$ cat src/rtl/mpmc10_resp_strip_acc.sv
// mpmc10_resp_strip_acc: counts read-data strips returned by the DDR app
// interface against the programmed transfer length. It packs the strips into
// LINE_STRIPS-wide lines and hands each finished line to the port read-return
// path through one holding register with a valid/ack handshake.
//
// Ports:
//   clk, rst_n      clock, asynchronous active-low reset
//   start           one-cycle pulse arming a transfer (only honoured in IDLE)
//   abort           discard the transfer in progress
//   num_strips      index of the last strip (transfer is num_strips+1 strips)
//   rd_data_valid   app read-data strip valid (no back-pressure)
//   rd_data         app read-data strip
//   line_ack        consumer has taken line_o
//   err_clr         clears the sticky error flags
//   line_valid      line_o / line_idx hold a line
//   line_o          line data, slot 0 in the LSBs
//   line_idx        strip index of slot 0 of line_o
//   strip_cnt       strips received in the current or last transfer
//   busy            collecting a transfer
//   done            one-cycle pulse with the final line of a transfer
//   ovf_err         sticky: strip arrived while not collecting
//   ovr_err         sticky: a line completed while the holding register was full
module mpmc10_resp_strip_acc #(
  parameter int unsigned STRIP_W     = 128,
  parameter int unsigned LINE_STRIPS = 4
) (
  input  logic                           clk,
  input  logic                           rst_n,
  input  logic                           start,
  input  logic                           abort,
  input  logic [5:0]                     num_strips,
  input  logic                           rd_data_valid,
  input  logic [STRIP_W-1:0]             rd_data,
  input  logic                           line_ack,
  input  logic                           err_clr,
  output logic                           line_valid,
  output logic [LINE_STRIPS*STRIP_W-1:0] line_o,
  output logic [5:0]                     line_idx,
  output logic [6:0]                     strip_cnt,
  output logic                           busy,
  output logic                           done,
  output logic                           ovf_err,
  output logic                           ovr_err
);

  localparam int unsigned LINE_W = LINE_STRIPS * STRIP_W;
  localparam int unsigned SLOT_W = (LINE_STRIPS > 1) ? $clog2(LINE_STRIPS) : 1;
  localparam logic [SLOT_W-1:0] SLOT_MAX = SLOT_W'(LINE_STRIPS - 1);

  typedef enum logic {
    IDLE    = 1'b0,
    COLLECT = 1'b1
  } state_e;

  state_e              state_q, state_d;
  logic [5:0]          last_q, last_d;
  logic [6:0]          cnt_q, cnt_d;
  logic [SLOT_W-1:0]   slot_q, slot_d;
  logic [LINE_W-1:0]   acc_q, acc_d;
  logic [LINE_W-1:0]   line_q, line_d;
  logic [5:0]          idx_q, idx_d;
  logic                valid_q, valid_d;
  logic                done_q, done_d;
  logic                busy_q, busy_d;
  logic                ovf_q, ovf_d;
  logic                ovr_q, ovr_d;

  logic                strip_in;
  logic                strip_last;
  logic                line_done;
  logic                stray;
  logic                hold_free;
  logic [LINE_W-1:0]   acc_wr;

  // abort masks every strip-related event in the same cycle
  assign strip_in   = rd_data_valid && !abort && (state_q == COLLECT);
  assign stray      = rd_data_valid && !abort && (state_q == IDLE);
  assign strip_last = strip_in && (cnt_q == 7'(last_q));
  assign line_done  = strip_in && ((slot_q == SLOT_MAX) || (cnt_q == 7'(last_q)));
  // an ack in the completion cycle frees the register for the new line
  assign hold_free  = !valid_q || line_ack;

  // accumulator with the incoming strip placed in the current slot
  always_comb begin : acc_merge
    acc_wr = acc_q;
    for (int unsigned s = 0; s < LINE_STRIPS; s++) begin
      if (slot_q == SLOT_W'(s)) begin
        acc_wr[s*STRIP_W +: STRIP_W] = rd_data;
      end
    end
  end

  // state register
  always_ff @(posedge clk or negedge rst_n) begin
    if (!rst_n) begin
      state_q <= IDLE;
    end else begin
      state_q <= state_d;
    end
  end

  // next-state logic
  always_comb begin : next_state
    state_d = state_q;
    if (abort) begin
      state_d = IDLE;
    end else begin
      case (state_q)
        IDLE:    if (start)      state_d = COLLECT;
        COLLECT: if (strip_last) state_d = IDLE;
        default: state_d = IDLE;
      endcase
    end
  end

  // datapath and output next-values
  always_comb begin : outputs_next
    last_d  = last_q;
    cnt_d   = cnt_q;
    slot_d  = slot_q;
    acc_d   = acc_q;
    line_d  = line_q;
    idx_d   = idx_q;
    valid_d = valid_q;
    done_d  = strip_last;
    busy_d  = (state_d == COLLECT);
    ovf_d   = ovf_q;
    ovr_d   = ovr_q;

    if (abort) begin
      acc_d  = '0;
      slot_d = '0;
    end else if ((state_q == IDLE) && start) begin
      last_d = num_strips;
      cnt_d  = '0;
      slot_d = '0;
      acc_d  = '0;
    end else if (strip_in) begin
      cnt_d = cnt_q + 7'd1;
      if (line_done) begin
        acc_d  = '0;
        slot_d = '0;
      end else begin
        acc_d  = acc_wr;
        slot_d = slot_q + 1'b1;
      end
    end

    if (valid_q && line_ack) begin
      valid_d = 1'b0;
    end

    if (line_done) begin
      if (hold_free) begin
        line_d  = acc_wr;
        idx_d   = 6'(cnt_q - 7'(slot_q));
        valid_d = 1'b1;
      end else begin
        ovr_d = 1'b1;
      end
    end

    // clear first so a same-cycle error wins
    if (err_clr) begin
      ovf_d = 1'b0;
      if (!(line_done && !hold_free)) begin
        ovr_d = 1'b0;
      end
    end
    if (stray) begin
      ovf_d = 1'b1;
    end
  end

  // datapath registers
  always_ff @(posedge clk or negedge rst_n) begin
    if (!rst_n) begin
      last_q  <= '0;
      cnt_q   <= '0;
      slot_q  <= '0;
      acc_q   <= '0;
      line_q  <= '0;
      idx_q   <= '0;
      valid_q <= 1'b0;
      done_q  <= 1'b0;
      busy_q  <= 1'b0;
      ovf_q   <= 1'b0;
      ovr_q   <= 1'b0;
    end else begin
      last_q  <= last_d;
      cnt_q   <= cnt_d;
      slot_q  <= slot_d;
      acc_q   <= acc_d;
      line_q  <= line_d;
      idx_q   <= idx_d;
      valid_q <= valid_d;
      done_q  <= done_d;
      busy_q  <= busy_d;
      ovf_q   <= ovf_d;
      ovr_q   <= ovr_d;
    end
  end

  assign line_valid = valid_q;
  assign line_o     = line_q;
  assign line_idx   = idx_q;
  assign strip_cnt  = cnt_q;
  assign busy       = busy_q;
  assign done       = done_q;
  assign ovf_err    = ovf_q;
  assign ovr_err    = ovr_q;

endmodule
$ cat config.mk
export PLATFORM = sky130hd
export DESIGN_NAME = mpmc10_resp_strip_acc
export DESIGN_NICKNAME = d
export VERILOG_FILES = /design/src/rtl/mpmc10_resp_strip_acc.sv
export SDC_FILE = /design/constraint.sdc
export NUM_CORES = 2
export LEC_CHECK = 0
export CAP_MARGIN = 20
export CORE_MARGIN = 2
export CORE_UTILIZATION = 49
export DETAILED_ROUTE_END_ITERATION = 8
export PLACE_DENSITY = 0.75
export SLEW_MARGIN = 10
export SYNTH_ARGS = -nofsm -noshare
export SYNTH_HDL_FRONTEND = slang
export SYNTH_SLANG_ARGS = --single-unit
export TNS_END_PERCENT = 50
$ cat constraint.sdc
create_clock -name clk -period 1.9 [get_ports clk]
set_input_delay 0.285 -clock clk [delete_from_list [all_inputs] [get_ports clk]]
set_output_delay 0.285 -clock clk [all_outputs]
set_load 0.01 [all_outputs]
# Word-level counts from Yosys, hierarchy flattened
# Index checks and enable logic that the tools add are counted.
[totals]
ff_bits = 1050
in_bits = 141
out_inout_bits = 530
[classes]
n_addsub = 3
eq_ne = 4
mux = 27
bitwise = 2
reduce_logical = 20
[ops]
columns = ["cell", "n"]
rows = [
  ["512-bit 2-to-1 mux", 4],
  ["128-bit 2-to-1 mux", 4],
  ["7-bit 2-to-1 mux", 2],
  ["1-bit 2-to-1 mux", 12],
  ["1-bit logical AND", 8],
  ["2-bit 2-to-1 mux", 4],
  ["7-bit by 1-bit adder with 7-bit output, second input constant", 1],
  ["7-bit by 6-bit equality test with 1-bit output", 1],
  ["2-bit AND reduction", 3],
  ["6-bit by 2-bit subtractor with 6-bit output", 1],
  ["2-bit equality test, second input constant", 2],
  ["2-bit nonzero test", 2],
  ["1-bit logical NOT", 3],
  ["3-bit nonzero test", 1],
  ["2-bit by 1-bit adder with 2-bit output, second input constant", 1],
  ["2-bit by 1-bit equality test with 1-bit output, second input constant", 1],
  ["2-bit logical NOT", 1],
  ["1-bit logical OR", 2],
  ["1-bit NOT", 2],
  ["1-bit case mux with 2 select lines", 1],
]

# Longest topological paths before layout
[depth]
ltp_word = 8
depth_mapped = 10
mapped_depth_nobuf = 7

# Worst setup path after synthesis
# Ideal clock, no wire load.
[synth_timing]
path_kind = "flip-flop to flip-flop"
start = "register cnt_q[5], in the netlist strip_cnt[5]"
end = "register acc_q[364]"
setup_time_ps = 121
t_arrival_ps = 1958
required_time_ps = 1779
setup_slack_ps = -179
stages_incl_launch_ff = 9
path_buffers = 3
cell_sequence = "dfrtp_1 xor2_1 nor4_2 a21oi_1 buf_2 and3_1 buf_2 buf_2 a22o_1"
[synth_via]
elab_chain_len = 7
[synth_rtl]
columns = ["item", "line_no", "source"]
rows = [
  ["from (decl)", "57", "logic [6:0] cnt_q, cnt_d;"],
  ["from (signal assigned)", "191", "cnt_q <= cnt_d;"],
  ["7-bit by 6-bit equality test with 1-bit output", "79", "assign line_done = strip_in && ((slot_q == SLOT_MAX) || (cnt_q == 7'(last_q)));"],
  ["1-bit logical OR", "79", ""],
  ["1-bit logical AND", "79", ""],
  ["512-bit 2-to-1 mux", "140", "if (line_done) begin"],
  ["512-bit 2-to-1 mux", "138", "end else if (strip_in) begin"],
  ["512-bit 2-to-1 mux", "133", "end else if ((state_q == IDLE) && start) begin"],
  ["512-bit 2-to-1 mux", "130", "if (abort) begin"],
  ["to (signal assigned)", "181", "acc_q <= '0;"],
  ["to (signal assigned)", "193", "acc_q <= acc_d;"],
  ["to (decl)", "59", "logic [LINE_W-1:0] acc_q, acc_d;"],
]
# Every way passes these cells. The select of a mux whose other input is x is not followed.
# A chain may end at the register's enable or synchronous reset.

# Worst setup path in the final report
[layout_timing]
start = "register cnt_q[0], in the netlist strip_cnt[0]"
end = "register acc_q[347]"
# The elaborated chain is that of the path after synthesis.

==> metrics.txt <==
status=complete, but fails checks; failing checks=negative setup slack; post-synthesis register bit count=1050; compound-cell area share of the yosys netlist=0.2269; DRT iter0 DRCs=3323; Yosys top cell area share=0.6154; leakage=25.27 nW; Area contributors post-synth=dfrtp_1 62%, mux2i_1 9.0%, o21ai_0 8.0%; CP Launch Type=register; Placement Rows=108; Max Slew Vio Count=0; crit path max fanout=23; WP data arrival=2.75 ns; GP Congestion=0.8635; total power draw=52.56 mW; largest family of logic cells by synthesized area=compound AO/OA/AOI/OAI gates; Final Worst Setup Slack=-0.2606 ns; total track usage=0.3090; nets=4413; Ys Warns=0; P per Cell Area=913.1 nW/um2; Cell Area, Placed=52740 um2; cells along the critical path=xor2_1, nor4_2, buf_4, and2_4, buf_4, o41ai_4, buf_6, buf_12, a22o_1; clock sinks=1050; wire per inst=26.52 um; clock skew=0.03229 ns; remaining antenna violation count after routing=0; Synth Area in Simple Gates=0.02371; Post-synth EDFFs=0; filler cell count=6331; Crit-path slowest cell=dfrtp_2; die area=89510 um2; Synth-to-Final Area Change=34.82%; crit path time final=2.161 ns; Synth Flop Type=dfrtp_1; Chip Height=299.2 um; cell with the most instances after synthesis=dfrtp_1; fin area=57560 um2; CTS tree=done; Placed Cells=5274; number of antenna violations at the first check in global routing=14; adder-cell share of the synthesized area=0.002520; fin cells=5514; Synth Cell Area=42690 um2; unrepaired setup endpoints after global routing=true; initial core utilization=0.4929; Clock Path Buffers=3; Buf/Inv on CP=4; Max Cap Viol=0; port bufs=670; Post-Synth XOR/XNOR Area=0.002051; final setup vio count=1224; cell count after synthesis=3559; CP endpoint kind=register; drt pass-1 iters=6; Worst Setup Path Type=reg2reg; cts bufs inserted=105; Commonest cells post-synth=1050 x dfrtp_1, 686 x o21ai_0, 386 x a22o_1, 386 x mux2i_1, 258 x o22ai_1; Detailed Route WL=146200 um; first-pass GRT wire length=214800 um; sequential fraction of the synthesis area=0.6154; # DRC=0; Clock H-tree levels=3; Hold Vio Cnt, Final=0; vias per inst=6.252; layout cell share with drive strength beyond 1=0.1215; Mapped Nets=3708; Worst-Margin Slew=0.4862 ns; HP Class=in2async; DP HPWL=92570 um; via count=34470; vias in the first global route=34230; CP top delay family=buffers and inverters; total grt overflow=0; Reg clk slew, reported paths=0.06 ns; mux cell area share after synthesis=0.09208; io pins=671; VDD IR-drop max=0.8274 mV; Die X=299.2 um; most used cell along the critical path=buf_4; Tcrit/Tclk final=1.137; Synth Area per Inst=12.00 um2; post-synth cell types=37; Slowest Stage Delay on Critical Path=0.43 ns; Synth area leader=dfrtp_1; pin count of the biggest net entering global routing=89; Crit path required time=2.49 ns; Max Freq=462.8 MHz; clock root buffer=clkbuf_16; Async SR Flop Fraction=1.000; core area=86620 um2; DP Worst Slack=-0.6804 ns; clock latency at the later pin of the worst-skew pair=0.68 ns; Slew headroom=0.6748
-- kinds of logic (layout without fill, tap and decap cells) --
| logic type | after synthesis | in the layout |
|---|---|---|
| multiplexers | 392 | 392 |
| adder cells (fa/ha/maj) | 8 | 8 |
| other | 0 | 6 |
| XOR/XNOR | 10 | 10 |
| AO/OA/AOI/OAI | 1572 | 1572 |
| AND/OR/NAND/NOR | 167 | 167 |
| flip-flops | 1050 | 1050 |
| buffers and inverters | 360 | 1154 |
-- path summary, 6_finish.rpt --
kind / start / endpoint / slack, ns / cells after the start
setup / recovery: strip_cnt[0] / acc_q[347] / -0.26 / 9
min in group clk: num_strips[4] / last_q[4] / 0.25 / 2
hold reg to reg: acc_q[383] / acc_q[383] / 0.50 / 1
hold / removal: rst_n / acc_q[51] / 0.11 / 2
setup reg to reg: strip_cnt[0] / acc_q[347] / -0.26 / 9
max in group asynchronous: rst_n / line_o[490] / 0.87 / 4
-- repair_timing --
item                       in CTS  in global routing
setup buffers                   7                  5
gates cloned                    2                 24
hold buffers                    1                  0
pin swaps                      28                 48
gates resized for setup        41                139
hold endpoints to repair      312                  0
setup endpoints to repair    1289               1404
-- layout make-up --
type / count / area [um2] / area share
flip-flops and latches: 1050 / 26280 / 0.4565
multi-input cells: 2149 / 15180 / 0.2638
repair buffers: 948 / 10850 / 0.1885
clock buffers: 160 / 3237 / 0.05623
well taps: 1155 / 1445 / 0.02511
clock inverters: 36 / 510.5 / 0.008869
inverters: 10 / 40.04 / 0.0006956
diodes: 6 / 15.01 / 0.0002608
-- sequential cells by signal, summed over array words and instances (netlist names) --
signal,flops
acc_q,512
line_o,512
strip_cnt,7
last_q,6
line_idx,6
slot_q,2
busy,1
done,1
line_valid,1
ovf_err,1
ovr_err,1
-- per-stage QoR --
step / hold WS [ns] / TNS [ns] / util
2_1_floorplan: -0.01059 / -43.64 / -
3_3_place_gp: 0.2239 / -504.71 / 0.6089
3_5_place_dp: 0.2319 / -500.87 / 0.6089
4_1_cts: 0.1109 / -144.69 / 0.6545
5_1_grt: 0.1283 / -241.82 / 0.6645
6_report: 0.1150 / -164.12 / 0.6645
-- power by group --
part | switching [mW] | internal, mW | leakage [nW]
registers | 0.630 | 23.2 | 14.6
clock network | 9.16 | 12.9 | 1.84
logic | 3.62 | 3.07 | 8.86
total | 13.4 | 39.2 | 25.3
-- worst reg2reg max path, cell delays in order, from the launching register on --
cell and delay, ns:
dfrtp_2 0.43, xor2_1 0.20, nor4_2 0.07, buf_4 0.15, and2_4 0.19, buf_4 0.15, o41ai_4 0.34, buf_6 0.22
buf_12 0.19, a22o_1 0.17
-- layout by cell type (no fill, tap or decap), types with 4 or more instances in the layout --
cell type and instances:
o21ai_1 169, o22ai_2 6, xor2_1 8, mux2_2 6, buf_16 12, nor2b_1 128
o21ai_2 22, o22ai_1 248, bufinv_16 8, clkbuf_8 36, buf_6 15, o21ai_0 595
dfrtp_1 1048, clkdlybuf4s50_1 661, o22ai_4 4, a21oi_2 7, dlygate4sd2_1 5, nand2_1 11
buf_12 113, buf_8 4, clkinvlp_4 5, inv_1 9, buf_4 116, clkinv_16 4
clkbuf_16 124, mux2i_1 386, a21oi_1 124, clkbuf_1 17, clkinv_2 15, diode_2 6
a22o_1 386
-- per-layer routing --
metal  global-route usage  part of all wire  vias to the layer above
li1                     -                 -                    14670
met1               0.4253              0.40                    17690
met2               0.4847              0.47                     1769
met3              0.06364             0.087                      329
met4               0.1210             0.041                       14
met5                    0           0.00059                        -
Power figures use the tool's default switching activity.
